--- src/rtl/alu_ctrl_pkg.sv ---
// Shared ALU control encodings: opcode classes, funct codes, control words and FSM states.
// Used by the ALU control unit, the ALU and main control.
package alu_ctrl_pkg;

  localparam logic [2:0] OPC_ADD   = 3'b000;
  localparam logic [2:0] OPC_SUB   = 3'b001;
  localparam logic [2:0] OPC_RTYPE = 3'b010;
  localparam logic [2:0] OPC_AND   = 3'b011;
  localparam logic [2:0] OPC_OR    = 3'b100;
  localparam logic [2:0] OPC_AUX   = 3'b111;

  localparam logic [5:0] FN_ADD = 6'b100000;
  localparam logic [5:0] FN_SUB = 6'b100010;
  localparam logic [5:0] FN_AND = 6'b100100;
  localparam logic [5:0] FN_OR  = 6'b100101;
  localparam logic [5:0] FN_SLT = 6'b101010;
  localparam logic [5:0] FN_SLL = 6'b000000;
  localparam logic [5:0] FN_SRL = 6'b000010;
  localparam logic [5:0] FN_MUL = 6'b011000;
  localparam logic [5:0] FN_DIV = 6'b011010;

  localparam logic [3:0] CTRL_ADD     = 4'b0000;
  localparam logic [3:0] CTRL_SUB     = 4'b0001;
  localparam logic [3:0] CTRL_AND     = 4'b0010;
  localparam logic [3:0] CTRL_OR      = 4'b0011;
  localparam logic [3:0] CTRL_SLT     = 4'b0100;
  localparam logic [3:0] CTRL_AUX     = 4'b0101;
  localparam logic [3:0] CTRL_SLL     = 4'b0110;
  localparam logic [3:0] CTRL_SRL     = 4'b0111;
  localparam logic [3:0] CTRL_MUL     = 4'b1000;
  localparam logic [3:0] CTRL_DIV     = 4'b1001;
  localparam logic [3:0] CTRL_ILLEGAL = 4'b1111;

  typedef enum logic [1:0] {
    ST_IDLE = 2'b00,
    ST_WAIT = 2'b01,
    ST_OUT  = 2'b10
  } state_e;

endpackage

--- src/rtl/alu_ctrl_decode.sv ---
// Pure combinational decode of (opcode, funct) into the ALU control word plus
// illegal and multicycle qualifiers.
module alu_ctrl_decode #(
  parameter int OPW = 3,
  parameter int FW  = 6,
  parameter int CW  = 4
) (
  input  logic [OPW-1:0] opcode,
  input  logic [FW-1:0]  funct,
  output logic [CW-1:0]  ctrl,
  output logic           illegal,
  output logic           multicycle
);
  import alu_ctrl_pkg::*;

  logic [3:0] code_s;
  logic       illegal_s;
  logic       mc_s;

  // Class decode first; funct only matters for the R-type class
  always_comb begin
    code_s    = CTRL_ILLEGAL;
    illegal_s = 1'b1;
    mc_s      = 1'b0;
    case (opcode)
      OPW'(OPC_ADD): begin code_s = CTRL_ADD; illegal_s = 1'b0; end
      OPW'(OPC_SUB): begin code_s = CTRL_SUB; illegal_s = 1'b0; end
      OPW'(OPC_AND): begin code_s = CTRL_AND; illegal_s = 1'b0; end
      OPW'(OPC_OR):  begin code_s = CTRL_OR;  illegal_s = 1'b0; end
      OPW'(OPC_AUX): begin code_s = CTRL_AUX; illegal_s = 1'b0; end
      OPW'(OPC_RTYPE): begin
        case (funct)
          FW'(FN_ADD): begin code_s = CTRL_ADD; illegal_s = 1'b0; end
          FW'(FN_SUB): begin code_s = CTRL_SUB; illegal_s = 1'b0; end
          FW'(FN_AND): begin code_s = CTRL_AND; illegal_s = 1'b0; end
          FW'(FN_OR):  begin code_s = CTRL_OR;  illegal_s = 1'b0; end
          FW'(FN_SLT): begin code_s = CTRL_SLT; illegal_s = 1'b0; end
          FW'(FN_SLL): begin code_s = CTRL_SLL; illegal_s = 1'b0; end
          FW'(FN_SRL): begin code_s = CTRL_SRL; illegal_s = 1'b0; end
          FW'(FN_MUL): begin code_s = CTRL_MUL; illegal_s = 1'b0; mc_s = 1'b1; end
          FW'(FN_DIV): begin code_s = CTRL_DIV; illegal_s = 1'b0; mc_s = 1'b1; end
          default: begin
            code_s    = CTRL_ILLEGAL;
            illegal_s = 1'b1;
            mc_s      = 1'b0;
          end
        endcase
      end
      default: begin
        code_s    = CTRL_ILLEGAL;
        illegal_s = 1'b1;
        mc_s      = 1'b0;
      end
    endcase
  end

  assign ctrl       = CW'(code_s);
  assign illegal    = illegal_s;
  assign multicycle = mc_s;

endmodule

--- src/rtl/alu_control_unit.sv ---
// Registered, valid/ready ALU control unit: one request per transfer, result one
// cycle later, MUL/DIV held for MC_LAT cycles, illegal requests flagged and counted.
module alu_control_unit #(
  parameter int OPW    = 3,
  parameter int FW     = 6,
  parameter int CW     = 4,
  parameter int MC_LAT = 4,
  parameter int ERR_W  = 8
) (
  input  logic             clk,
  input  logic             reset,
  input  logic             in_valid,
  output logic             in_ready,
  input  logic [OPW-1:0]   ALUOpcode,
  input  logic [FW-1:0]    ALUOperation,
  output logic             out_valid,
  input  logic             out_ready,
  output logic [CW-1:0]    ALUOutputSignal,
  output logic             out_illegal,
  output logic             out_multicycle,
  output logic             busy,
  output logic [ERR_W-1:0] err_count
);
  import alu_ctrl_pkg::*;

  localparam int CNTW = $clog2(MC_LAT) + 1;
  localparam logic [CNTW-1:0] CNT_LOAD = CNTW'((MC_LAT > 1) ? (MC_LAT - 2) : 0);
  localparam logic MC_STALL = (MC_LAT > 1) ? 1'b1 : 1'b0;
  localparam logic [ERR_W-1:0] ERR_MAX = {ERR_W{1'b1}};

  state_e            state_r;
  state_e            state_nxt_s;
  state_e            launch_state_s;
  logic [CNTW-1:0]   cnt_r;
  logic [CNTW-1:0]   cnt_nxt_s;
  logic [CNTW-1:0]   launch_cnt_s;
  logic [CW-1:0]     dec_ctrl_s;
  logic              dec_illegal_s;
  logic              dec_mc_s;
  logic              in_ready_s;
  logic              accept_s;
  logic [CW-1:0]     ctrl_r;
  logic              illegal_r;
  logic              mc_r;
  logic              out_valid_r;
  logic              busy_r;
  logic [ERR_W-1:0]  err_r;

  alu_ctrl_decode #(
    .OPW (OPW),
    .FW  (FW),
    .CW  (CW)
  ) u_decode (
    .opcode     (ALUOpcode),
    .funct      (ALUOperation),
    .ctrl       (dec_ctrl_s),
    .illegal    (dec_illegal_s),
    .multicycle (dec_mc_s)
  );

  // Ready: open in IDLE, follows the consumer in OUT so single-cycle ops stream
  always_comb begin
    in_ready_s = 1'b0;
    if (reset) begin
      in_ready_s = 1'b0;
    end else begin
      case (state_r)
        ST_IDLE: in_ready_s = 1'b1;
        ST_OUT:  in_ready_s = out_ready;
        default: in_ready_s = 1'b0;
      endcase
    end
  end

  assign accept_s = in_valid && in_ready_s;

  // Where a freshly accepted request goes: straight to OUT, or WAIT for MUL/DIV
  always_comb begin
    launch_state_s = ST_OUT;
    launch_cnt_s   = cnt_r;
    if (dec_mc_s && MC_STALL) begin
      launch_state_s = ST_WAIT;
      launch_cnt_s   = CNT_LOAD;
    end else begin
      launch_state_s = ST_OUT;
      launch_cnt_s   = cnt_r;
    end
  end

  // FSM next-state and latency counter
  always_comb begin
    state_nxt_s = state_r;
    cnt_nxt_s   = cnt_r;
    case (state_r)
      ST_IDLE: begin
        if (accept_s) begin
          state_nxt_s = launch_state_s;
          cnt_nxt_s   = launch_cnt_s;
        end else begin
          state_nxt_s = ST_IDLE;
        end
      end
      ST_WAIT: begin
        if (cnt_r == {CNTW{1'b0}}) begin
          state_nxt_s = ST_OUT;
        end else begin
          cnt_nxt_s = cnt_r - CNTW'(1);
        end
      end
      ST_OUT: begin
        // Accepting in OUT implies out_ready, so consume and launch share the edge
        if (accept_s) begin
          state_nxt_s = launch_state_s;
          cnt_nxt_s   = launch_cnt_s;
        end else if (out_ready) begin
          state_nxt_s = ST_IDLE;
        end else begin
          state_nxt_s = ST_OUT;
        end
      end
      default: begin
        state_nxt_s = ST_IDLE;
        cnt_nxt_s   = {CNTW{1'b0}};
      end
    endcase
  end

  // State, counter and registered status flags
  always_ff @(posedge clk) begin
    if (reset) begin
      state_r     <= ST_IDLE;
      cnt_r       <= {CNTW{1'b0}};
      out_valid_r <= 1'b0;
      busy_r      <= 1'b0;
    end else begin
      state_r     <= state_nxt_s;
      cnt_r       <= cnt_nxt_s;
      out_valid_r <= (state_nxt_s == ST_OUT);
      busy_r      <= (state_nxt_s == ST_WAIT);
    end
  end

  // Result registers load only on acceptance and hold through WAIT and stalls
  always_ff @(posedge clk) begin
    if (reset) begin
      ctrl_r    <= {CW{1'b0}};
      illegal_r <= 1'b0;
      mc_r      <= 1'b0;
    end else if (accept_s) begin
      ctrl_r    <= dec_ctrl_s;
      illegal_r <= dec_illegal_s;
      mc_r      <= dec_mc_s;
    end else begin
      ctrl_r    <= ctrl_r;
      illegal_r <= illegal_r;
      mc_r      <= mc_r;
    end
  end

  // Saturating count of accepted illegal requests
  always_ff @(posedge clk) begin
    if (reset) begin
      err_r <= {ERR_W{1'b0}};
    end else if (accept_s && dec_illegal_s && (err_r != ERR_MAX)) begin
      err_r <= err_r + ERR_W'(1);
    end else begin
      err_r <= err_r;
    end
  end

  assign in_ready        = in_ready_s;
  assign out_valid       = out_valid_r;
  assign busy            = busy_r;
  assign ALUOutputSignal = ctrl_r;
  assign out_illegal     = illegal_r;
  assign out_multicycle  = mc_r;
  assign err_count       = err_r;

endmodule
--- config.mk ---
export PLATFORM = sky130hd
export DESIGN_NAME = alu_control_unit
export DESIGN_NICKNAME = d
export VERILOG_FILES = /design/src/rtl/alu_ctrl_pkg.sv /design/src/rtl/alu_ctrl_decode.sv /design/src/rtl/alu_control_unit.sv
export SDC_FILE = /design/constraint.sdc
export NUM_CORES = 1
export LEC_CHECK = 0
export CAP_MARGIN = 20
export CORE_AREA = 2 2 67 69
export DETAILED_ROUTE_END_ITERATION = 16
export DIE_AREA = 0 0 69 71
export GPL_TIMING_DRIVEN = 0
export PLACE_DENSITY = 0.54
export SYNTH_ARGS = -nofsm -noshare
export SYNTH_HDL_FRONTEND = slang
export SYNTH_HIERARCHICAL = 1
export SYNTH_SLANG_ARGS = --single-unit
--- constraint.sdc ---
create_clock -name clk -period 2.25 [get_ports clk]
set_clock_uncertainty 0.1 [all_clocks]
set_input_delay 0.675 -clock clk [delete_from_list [all_inputs] [get_ports clk]]
set_output_delay 0.675 -clock clk [all_outputs]
set_load 0.05 [all_outputs]
==> results.sh, run 1 <==
export IMPL_cell_area_power_density_mw_per_mm2=454
export IMPL_num_rows=24
export IMPL_grt_ovfl_total=0
export IMPL_crit_reg_reg_startpoint="err_count[3]$_SDFFE_PP0P_"
export IMPL_die_height_um=71
export IMPL_grt_pass1_vias=1115
export IMPL_core_area_sq_mm=0.00420
export IMPL_relSlewSlack_pct=53.9
export IMPL_timing_max_transition_violations_final=0
export IMPL_top_level_ports=30
export IMPL_yosys_area_top_type_share_pct=35.3
export IMPL_critical_path_endpoint="ALUOutputSignal[2]"
export IMPL_worst_ep_required_time_ns=1.47
export IMPL_cts_reportedPaths_clkPinSlew_ns=0.08
export IMPL_critPathArrivalTime_ns=1.42
export IMPL_postSynth_asyncResetShare_pct=0
export IMPL_yosys_mux_area_fraction_pct=4.30
export IMPL_power_switching_uw=221
export IMPL_crit_path_top_delay_cell="clkdlybuf4s50_1"
export IMPL_drt_first_iter_violations=38
export IMPL_critical_path_max_stage_delay_ns=0.81
export IMPL_netlist_area_sq_mm=0.00119
export IMPL_fin_tns_setup_ns=0
export IMPL_timing_reg2reg_setup_slack_ns=0.36
export IMPL_worst_margin_pin_slew_ns=0.688
export IMPL_grt_max_degree=13
export IMPL_synth_warning_count=6
export IMPL_cp_num_cells=1
export IMPL_finalCritPeriodShare_pct=97.5
export IMPL_place_congestion=0.908
export IMPL_clock_sink_count=21
export IMPL_synth_top_family_by_area="simple AND/OR/NAND/NOR gates"
export IMPL_post_synth_main_area_contributors="dfxtp_1 (35%), a21oi_1 (5.0%), nor2_1 (3.8%), mux2i_1 (3.4%), ha_1 (3.1%)"
export IMPL_path_max_fanout=2
export IMPL_routed_wire_length_per_instance_um=13.4
export IMPL_worst_setup_path_start_kind="flip-flop"
export IMPL_synth_simple_gate_area_share_pct=29.1
export IMPL_totalWireLength_um=3060
export IMPL_num_antenna_cells=0
export IMPL_yosysUniqueCellTypes=48
export IMPL_maxCapViolations=0
export IMPL_result_of_the_run="completed"
export IMPL_insertion_delay_ns=0.26
export IMPL_p_leak_uw=0.000713
export IMPL_p_int_uw=568
export IMPL_worstRegToRegCells=4
export IMPL_route_detailed_vias_per_inst=5.12
export IMPL_synth_enable_flop_cells=0
export IMPL_fmaxAchievable_mhz=456
export IMPL_synth_most_common_cell="dfxtp_1"
export IMPL_power_frac_clock_pct=31.2
export IMPL_final_nets=193
export IMPL_synthesis_nets=152
export IMPL_synth_cells_most_frequent="dfxtp_1 (21), a21oi_1 (12), nor2_1 (12)"
export IMPL_holdBufCountCts=0
export IMPL_cp_end_kind="output pin"
export IMPL_power_ir_vdd_worst_uv=182
export IMPL_timing_final_setup_violations=0
export IMPL_setup_ws_ns=0.0563
export IMPL_synth_flop_cell="dfxtp_1"
export IMPL_crit_reg2reg_capture="err_count[5]$_SDFFE_PP0P_"
export IMPL_sw_frac_of_total_pct=28.0
export IMPL_design_die_area_sq_mm=0.00490
export IMPL_synth_xor_area_share_pct=1.47
export IMPL_synthesis_to_layout_area_growth_pct=45.9
export IMPL_port_buffer_count=29
export IMPL_number_of_antenna_violations_at_the_first_check_in_global_routing=0
export IMPL_floorplan_initialDensity_pct=28.4
export IMPL_synthesis_instances=136
export IMPL_floorplan_die_width_um=69
export IMPL_ctsRootBufferMaster="clkbuf_8"
export IMPL_finalCriticalPeriod_ns=2.19
export IMPL_path_buf_inv=1
export IMPL_synth_seq_cells=21
export IMPL_path_class="reg -> out"
export IMPL_hpwlAfterDp_um=2210
export IMPL_cts_htree_levels=1
export IMPL_clock_tree_buffer_depth=2
export IMPL_synth_fa_ha_area_share_pct=3.15
export IMPL_share_seq_of_total_power_pct=49.0
export IMPL_pre_cts_slack_ns=-1.09
export IMPL_cts_inserted_buffers=3
export IMPL_synth_top_cell_by_area="dfxtp_1"
export IMPL_global_route_usage_total_pct=12.5
export IMPL_cts_tree="yes"
export IMPL_timing_hold_worst_class="reg -> reg"
export IMPL_sequential_share_of_the_synthesized_area_pct=35.3
export IMPL_power_frac_comb_pct=19.8
export IMPL_synth_compound_gate_area_share_pct=22.9
export IMPL_vias=1167
export IMPL_drt_pre_antenna_iters=4
export IMPL_critPathTopFamily="buffers and inverters"
export IMPL_detail_route_antenna_nets=0
export IMPL_beginning_of_the_critical_path="ALUOutputSignal[2]$_SDFFE_PP0N_"
export IMPL_drc=0
export IMPL_crit_path_cells="clkdlybuf4s50_1"
export IMPL_ratio_of_cells_with_drive_above_1_in_the_final_layout_pct=26.7
export IMPL_post_synth_cell_area_avg_sq_um=8.77
export IMPL_first_pass_grt_wire_length_um=5060
export IMPL_final_hold_violation_count=0
## registers in the layout (all words and copies together), names as in the netlist
signal           flops
out_illegal          1
out_valid            1
state_r              2
ALUOutputSignal      4
busy                 1
err_count            8
out_multicycle       1
cnt_r                3
## per-stage QoR
stage / instance area [sq um] / util, % / instances / power (uW) / hold WS, ns
5_1_grt: 1740 / 41.4 / 228 / 826 / 0.394
3_5_place_dp: 1560 / 37.2 / 217 / 540 / 0.351
6_report: 1740 / 41.4 / 228 / 789 / 0.360
2_1_floorplan: 1210 / - / 136 / 478 / 0.410
4_1_cts: 1660 / 39.5 / 227 / 787 / 0.362
3_3_place_gp: 1560 / 37.2 / 217 / 538 / 0.352
## worst reg2reg max path, cell delays in order, from the launching register on
cell,delay [ns]
dfxtp_1,0.43
nand4_1,0.24
nor2_1,0.62
nor4_4,0.08
mux2_4,0.31
## how the worst min path moves through the flow
stage | cells after the start | slack (ns) | from | endpoint
after floorplan | 2 | 0.41 | cnt_r[2]$_SDFFE_PP0P_ | cnt_r[2]$_SDFFE_PP0P_
after global placement | 2 | 0.35 | out_multicycle$_SDFFE_PP0N_ | out_multicycle$_SDFFE_PP0N_
after detailed placement | 2 | 0.35 | out_multicycle$_SDFFE_PP0N_ | out_multicycle$_SDFFE_PP0N_
after CTS | 2 | 0.36 | out_multicycle$_SDFFE_PP0N_ | out_multicycle$_SDFFE_PP0N_
after global routing | 2 | 0.39 | out_multicycle$_SDFFE_PP0N_ | out_multicycle$_SDFFE_PP0N_
final | 2 | 0.36 | out_multicycle$_SDFFE_PP0N_ | out_multicycle$_SDFFE_PP0N_
## what timing repair did
item / 4_1_cts / 5_1_grt
endpoints found under the hold margin: 0 / 0
buffers inserted: 5 / 1
cloned: 1 / 0
pin swaps: 9 / 9
setup endpoints to repair: 27 / 11
resized for setup: 43 / 36
## power by group through the flow
stage / registers [uW] / logic (uW) / clock network (uW)
2_1_floorplan: 417 / 61.0 / 0
3_3_place_gp: 395 / 143 / 0
3_5_place_dp: 395 / 145 / 0
4_1_cts: 386 / 149 / 252
5_1_grt: 388 / 167 / 271
6_report: 386 / 156 / 246
## cell usage in the layout (no fill, tap or decap), types with 3 or more instances in the layout
cell type	synthesis	layout
ha_1	3	3
clkbuf_2	0	4
o21ai_0	3	3
clkbuf_8	0	4
dlygate4sd2_1	0	7
nor3_1	6	3
nor2b_1	4	3
mux2i_1	4	4
o31ai_1	4	4
buf_6	0	5
inv_1	7	7
nand2_1	7	6
a21oi_2	0	3
clkdlybuf4s50_1	0	9
nand3_1	5	5
a21oi_1	12	9
dfxtp_1	21	21
nor2_1	12	12
buf_4	1	7
## cell type report
type                            instances  area (sq um)
Fill cell                             432          2460
Tap cell                               52          65.1
Sequential cell                        21           420
Clock buffer                            3          41.3
Timing Repair Buffer                   36           317
Inverter                                7          26.3
Multi-Input combinational cell        104           828
Buffer                                  4          36.3
Clock inverter                          1          5.00
## logic make-up after synthesis
group                    count (synthesis)
flip-flops                              21
XOR/XNOR                                 2
AO/OA/AOI/OAI                           38
multiplexers                             5
buffers and inverters                   11
adder cells (fa/ha/maj)                  3
AND/OR/NAND/NOR                         56
## layer usage
layer  wire length (um)  share of wire [%]  vias up  global-route usage (%)
met5                  0                  0        -                       0
met4                 57                1.9        0                    6.32
met3                 90                2.9        6                    1.85
met2               1470                 48       26                    20.8
met1               1450                 47      544                    15.7
li1                   -                  -      591                       -
Note: power is estimated with default switching activity, not from simulation.
==> run 2: changes to the inputs <==
CELL_PAD_IN_SITES_DETAIL_PLACEMENT = 1   (was default)
CELL_PAD_IN_SITES_GLOBAL_PLACEMENT = 2   (was default)
CORE_AREA = 2 2 73 75   (was 2 2 67 69)
DIE_AREA = 0 0 75 77   (was 0 0 69 71)
PLACE_DENSITY = 0.72   (was 0.54)
==> results.sh, run 2 (synthesis results as in run 1) <==
export IMPL_insertion_delay_ns=0.26
export IMPL_grt_util_met2_pct=22.5
export IMPL_design_power_total_uw=789
export IMPL_fmaxAchievable_mhz=457
export IMPL_worst_margin_pin_slew_ns=0.730
export IMPL_critPathArrivalTime_ns=1.41
export IMPL_cts_htree_levels=1
export IMPL_synthesis_to_layout_area_growth_pct=46.8
export IMPL_number_of_antenna_violations_at_the_first_check_in_global_routing=0
export IMPL_cp_end_kind="output pin"
export IMPL_detail_route_antenna_nets=0
export IMPL_hold_worst_slack_ns=0.366
export IMPL_use_met1_pct=17.0
export IMPL_final_cell_mix="dfxtp_1 (21), nor2_1 (12), buf_4 (9), a21oi_1 (8)"
export IMPL_timing_hold_worst_class="reg -> reg"
export IMPL_relSlewSlack_pct=51.1
export IMPL_worstRegToRegCells=4
export IMPL_grtUsageMet3_pct=3.42
export IMPL_grt_ovfl_total=0
export IMPL_die_height_um=77
export IMPL_hpwlAfterDp_um=2710
export IMPL_cts_inserted_buffers=3
export IMPL_design_die_area_sq_mm=0.00578
export IMPL_drc=0
export IMPL_maxCapViolations=0
export IMPL_ratio_of_cells_with_drive_above_1_in_the_final_layout_pct=26.3
export IMPL_timing_max_transition_violations_final=0
export IMPL_power_ir_vdd_worst_uv=275
export IMPL_max_reg_flops=8
export IMPL_drt_pre_antenna_iters=4
export IMPL_clock_sink_count=21
export IMPL_cts_reportedPaths_clkPinSlew_ns=0.08
export IMPL_grt_max_degree=12
export IMPL_grt_pass1_vias=1259
export IMPL_global_route_usage_total_pct=13.4
export IMPL_totalWireLength_um=3580
export IMPL_critical_path_max_stage_delay_ns=0.81
export IMPL_min_delay_path_depth=2
export IMPL_critPathTopFamily="buffers and inverters"
export IMPL_finalCritPeriodShare_pct=97.3
export IMPL_clock_tree_buffer_depth=2
export IMPL_core_area_sq_mm=0.00498
export IMPL_crit_reg_reg_startpoint="err_count[3]$_SDFFE_PP0P_"
export IMPL_holdCritStartpoint="out_multicycle$_SDFFE_PP0N_"
export IMPL_final_hold_violation_count=0
export IMPL_crit_path_top_delay_cell="clkdlybuf4s50_1"
export IMPL_timing_final_setup_violations=0
export IMPL_crit_path_cells="clkdlybuf4s50_1"
export IMPL_cell_area_power_density_mw_per_mm2=451
export IMPL_cts_tree="yes"
export IMPL_worst_setup_path_start_kind="flip-flop"
export IMPL_crit_reg2reg_capture="err_count[5]$_SDFFE_PP0P_"
export IMPL_ctsRootBufferMaster="clkbuf_8"
export IMPL_route_detailed_vias_per_inst=4.88
export IMPL_worst_ep_required_time_ns=1.47
export IMPL_holdBufCountCts=0
export IMPL_path_max_fanout=2
export IMPL_port_buffer_count=29
export IMPL_drt_first_iter_violations=37
export IMPL_path_buf_inv=1
export IMPL_top_level_ports=30
export IMPL_fin_tns_setup_ns=0
export IMPL_top_usage_layer="met2"
export IMPL_p_leak_uw=0.000741
export IMPL_timing_reg2reg_setup_slack_ns=0.32
export IMPL_place_congestion=0.702
export IMPL_layout_commonest_cell="dfxtp_1"
export IMPL_num_rows=26
export IMPL_floorplan_initialDensity_pct=24.0
export IMPL_floorplan_die_width_um=75
export IMPL_vias=1196
export IMPL_num_antenna_cells=0
export IMPL_final_nets=192
export IMPL_first_pass_grt_wire_length_um=6120
export IMPL_routed_wire_length_per_instance_um=14.6
export IMPL_path_class="reg -> out"
export IMPL_hold_path_end="out_multicycle$_SDFFE_PP0N_"
export IMPL_result_of_the_run="completed"
export IMPL_finalCriticalPeriod_ns=2.19
-- run 2: metal layers --
layer | wire (um) | vias to the layer above
li1 | - | 587
met1 | 1650 | 585
met2 | 1780 | 20
met3 | 114 | 4
met4 | 34 | 0
met5 | 0 | -
-- run 2: timing repair --
item                                    4_1_cts  5_1_grt
gates cloned                                  0        0
resized for setup                            46       34
pin swaps                                    10       11
endpoints found under the setup margin       29       17
buffers inserted                              5        1
-- run 2: worst min-delay path: stages, from the launching register on --
cell     delay, ns
dfxtp_1       0.32
nand2_1       0.05
a21oi_1       0.05
-- run 2: through the flow --
| step | std cells | setup slack (ns) | area (sq um) | utilization (%) |
|---|---|---|---|---|
| 2_1_floorplan | 136 | 0.0120 | 1210 | - |
| 3_3_place_gp | 235 | -1.16 | 1590 | 31.9 |
| 3_5_place_dp | 235 | -1.14 | 1590 | 31.9 |
| 4_1_cts | 244 | -0.0928 | 1680 | 33.8 |
| 5_1_grt | 245 | -0.0127 | 1750 | 35.2 |
| 6_report | 245 | 0.0616 | 1750 | 35.2 |
-- run 2: worst max path at each step --
stage | start | endpoint | slack, ns | cells after the start
CTS | reset | in_ready | -0.09 | 4
floorplan | ALUOperation[3] | err_count[5]$_SDFFE_PP0P_ | 0.01 | 7
global route | ALUOperation[1] | err_count[3]$_SDFFE_PP0P_ | -0.01 | 8
finish | ALUOutputSignal[3]$_SDFFE_PP0N_ | ALUOutputSignal[3] | 0.06 | 1
global placement | reset | in_ready | -1.16 | 4
detailed placement | reset | in_ready | -1.14 | 4
-- run 2: power breakdown --
part / total (uW) / switching, uW / internal [uW] / leakage (uW)
Combinational: 157 / 94.3 / 62.5 / 0.000548
Sequential: 386 / 6.55 / 379 / 0.000170
Clock: 246 / 120 / 126 / 0.0000228
-- run 2: final cells by class --
cell class	instances	area [sq um]
fillers	592	3230
flip-flops and latches	21	420
plain buffers	4	37.5
repair buffers	35	303
inverters	7	26.3
multi-input cells	104	831
clock buffers	4	45.0
well taps	70	87.6
==> run 3: changes to the inputs <==
GPL_ROUTABILITY_DRIVEN = 0   (was default)
PLACE_DENSITY = default   (was 0.72)
PLACE_DENSITY_LB_ADDON = 0.1   (was default)
SETUP_SLACK_MARGIN = 0.1   (was default)
==> results.sh, run 3 (synthesis results as in run 1) <==
export IMPL_totalWireLength_um=3500
export IMPL_vias=1202
export IMPL_port_buffer_count=29
export IMPL_holdBufCountCts=0
export IMPL_first_pass_grt_wire_length_um=6070
export IMPL_relSlewSlack_pct=50.9
export IMPL_power_ir_vdd_worst_uv=256
export IMPL_share_seq_of_total_power_pct=48.2
export IMPL_floorplan_initialDensity_pct=24.0
export IMPL_design_power_total_uw=801
export IMPL_die_height_um=77
export IMPL_drt_pre_antenna_iters=4
export IMPL_p_int_uw=570
export IMPL_path_max_fanout=8
export IMPL_num_rows=26
export IMPL_path_class="in -> reg"
export IMPL_grt_setup_unrepaired="yes"
export IMPL_critical_path_max_stage_delay_ns=0.34
export IMPL_worst_setup_path_start_kind="input port"
export IMPL_power_switching_uw=230
export IMPL_crit_path_top_delay_cell="or3_1"
export IMPL_timing_max_transition_violations_final=0
export IMPL_timing_hold_worst_class="reg -> reg"
export IMPL_final_hold_violation_count=0
export IMPL_design_die_area_sq_mm=0.00578
export IMPL_cts_htree_levels=1
export IMPL_layout_commonest_cell="dfxtp_1"
export IMPL_finalCritPeriodShare_pct=96.7
export IMPL_p_leak_uw=0.000765
export IMPL_fin_tns_setup_ns=0
export IMPL_clock_tree_buffer_depth=2
export IMPL_power_frac_comb_pct=20.1
export IMPL_top_level_ports=30
export IMPL_grt_pass1_vias=1256
export IMPL_power_frac_clock_pct=31.7
export IMPL_num_antenna_cells=0
export IMPL_sw_frac_of_total_pct=28.7
export IMPL_maxCapViolations=0
export IMPL_post_dp_cell_area_sq_mm=0.00160
export IMPL_global_route_usage_total_pct=13.2
export IMPL_critPathArrivalTime_ns=2.27
export IMPL_final_instance_area_sq_mm=0.00177
export IMPL_pre_cts_slack_ns=-1.10
export IMPL_synthesis_to_layout_area_growth_pct=48.4
export IMPL_grt_ovfl_total=0
export IMPL_insertion_delay_ns=0.26
export IMPL_finalCriticalPeriod_ns=2.18
export IMPL_crit_path_cells="buf_8, a21boi_4, o32a_1, o21ai_2, a21oi_2, nand4_4, buf_4, or3_1, a21oi_1"
export IMPL_setup_ws_ns=0.0750
export IMPL_final_nets=198
export IMPL_cts_tree="yes"
export IMPL_worst_ep_required_time_ns=2.35
export IMPL_layout_core_utilization_pct=35.5
export IMPL_core_area_sq_mm=0.00498
export IMPL_cp_end_kind="flip-flop"
export IMPL_drt_first_iter_violations=20
export IMPL_result_of_the_run="completed"
export IMPL_timing_final_setup_violations=0
export IMPL_number_of_antenna_violations_at_the_first_check_in_global_routing=0
export IMPL_max_reg_flops=8
export IMPL_grt_max_degree=13
export IMPL_ctsRootBufferMaster="clkbuf_8"
export IMPL_final_cell_mix="dfxtp_1 (21), dlygate4sd2_1 (15), buf_4 (12), nor2_1 (12), a21oi_1 (10)"
export IMPL_fmaxAchievable_mhz=460
export IMPL_cts_inserted_buffers=3
export IMPL_drc=0
export IMPL_cell_area_power_density_mw_per_mm2=452
export IMPL_cts_reportedPaths_clkPinSlew_ns=0.08
export IMPL_detail_route_antenna_nets=0
export IMPL_worst_margin_pin_slew_ns=0.734
export IMPL_floorplan_die_width_um=75
export IMPL_ratio_of_cells_with_drive_above_1_in_the_final_layout_pct=28.2
export IMPL_clock_sink_count=21
export IMPL_hpwlAfterDp_um=2550
export IMPL_route_detailed_vias_per_inst=4.79
export IMPL_fillCellCount=608
export IMPL_routed_wire_length_per_instance_um=13.9
run 3: cell count changes in the layout (fill, tap and decap cells not counted), sizes merged:
cell | previous run | this run
clkbuf | 7 | 6
dlygate4sd2 | 7 | 15
clkdlybuf4s15 | 2 | 1
clkdlybuf4s50 | 7 | 1
clkinv | 0 | 1
dlymetal6s2s | 4 | 2
buf | 16 | 23
run 3: stage by stage:
stage	hold slack, ns	instances
2_1_floorplan	0.410	136
3_3_place_gp	0.346	235
3_5_place_dp	0.356	235
4_1_cts	0.366	249
5_1_grt	0.388	251
6_report	0.359	251
run 3: path summary, 6_finish.rpt:
path / start / to / slack (ns) / cells after the start
worst max-delay path: ALUOperation[1] / err_count[0]$_SDFFE_PP0P_ / 0.07 / 9
worst min-delay path: out_multicycle$_SDFFE_PP0N_ / out_multicycle$_SDFFE_PP0N_ / 0.36 / 2
worst max register to register: err_count[0]$_SDFFE_PP0P_ / err_count[5]$_SDFFE_PP0P_ / 0.33 / 5
worst min register to register: out_multicycle$_SDFFE_PP0N_ / out_multicycle$_SDFFE_PP0N_ / 0.36 / 2
run 3: cell type report:
class	count	area, sq um	area share (%)
buffer	4	36.3	2.05
clock buffer	3	41.3	2.33
clock inverter	1	5.00	0.283
inverter	7	26.3	1.49
multi-input combinational	104	805	45.5
sequential	21	420	23.8
tap	70	87.6	4.95
timing repair buffer	41	348	19.7
run 3: repair_timing:
item                       in CTS  in global routing
setup endpoints to repair      37                 11
cloned                          1                  0
buffers inserted                9                  2
gates resized for setup        70                 13
pin swaps                      11                  6
run 3: power groups by stage:
stage / combinational (uW) / sequential (uW) / clock (uW)
global route: 175 / 388 / 288
detailed placement: 149 / 395 / 0
floorplan: 62.5 / 417 / 0
CTS: 159 / 386 / 270
global placement: 148 / 395 / 0
finish: 161 / 386 / 253
run 3: worst max-delay path: cells and delay by family:
family / cells / cell delay [ns]
AOI/OAI and AO/OA: 5 / 0.77
buffers and inverters: 2 / 0.29
and+or+nand+nor: 2 / 0.54
run 3: metal layers:
metal / global-route usage [%] / vias to the layer above / routed length, um
met5: 0 / - / 0
met4: 3.75 / 0 / 24
met3: 2.37 / 2 / 106
met2: 20.8 / 18 / 1680
met1: 18.3 / 586 / 1690
li1: - / 596 / -
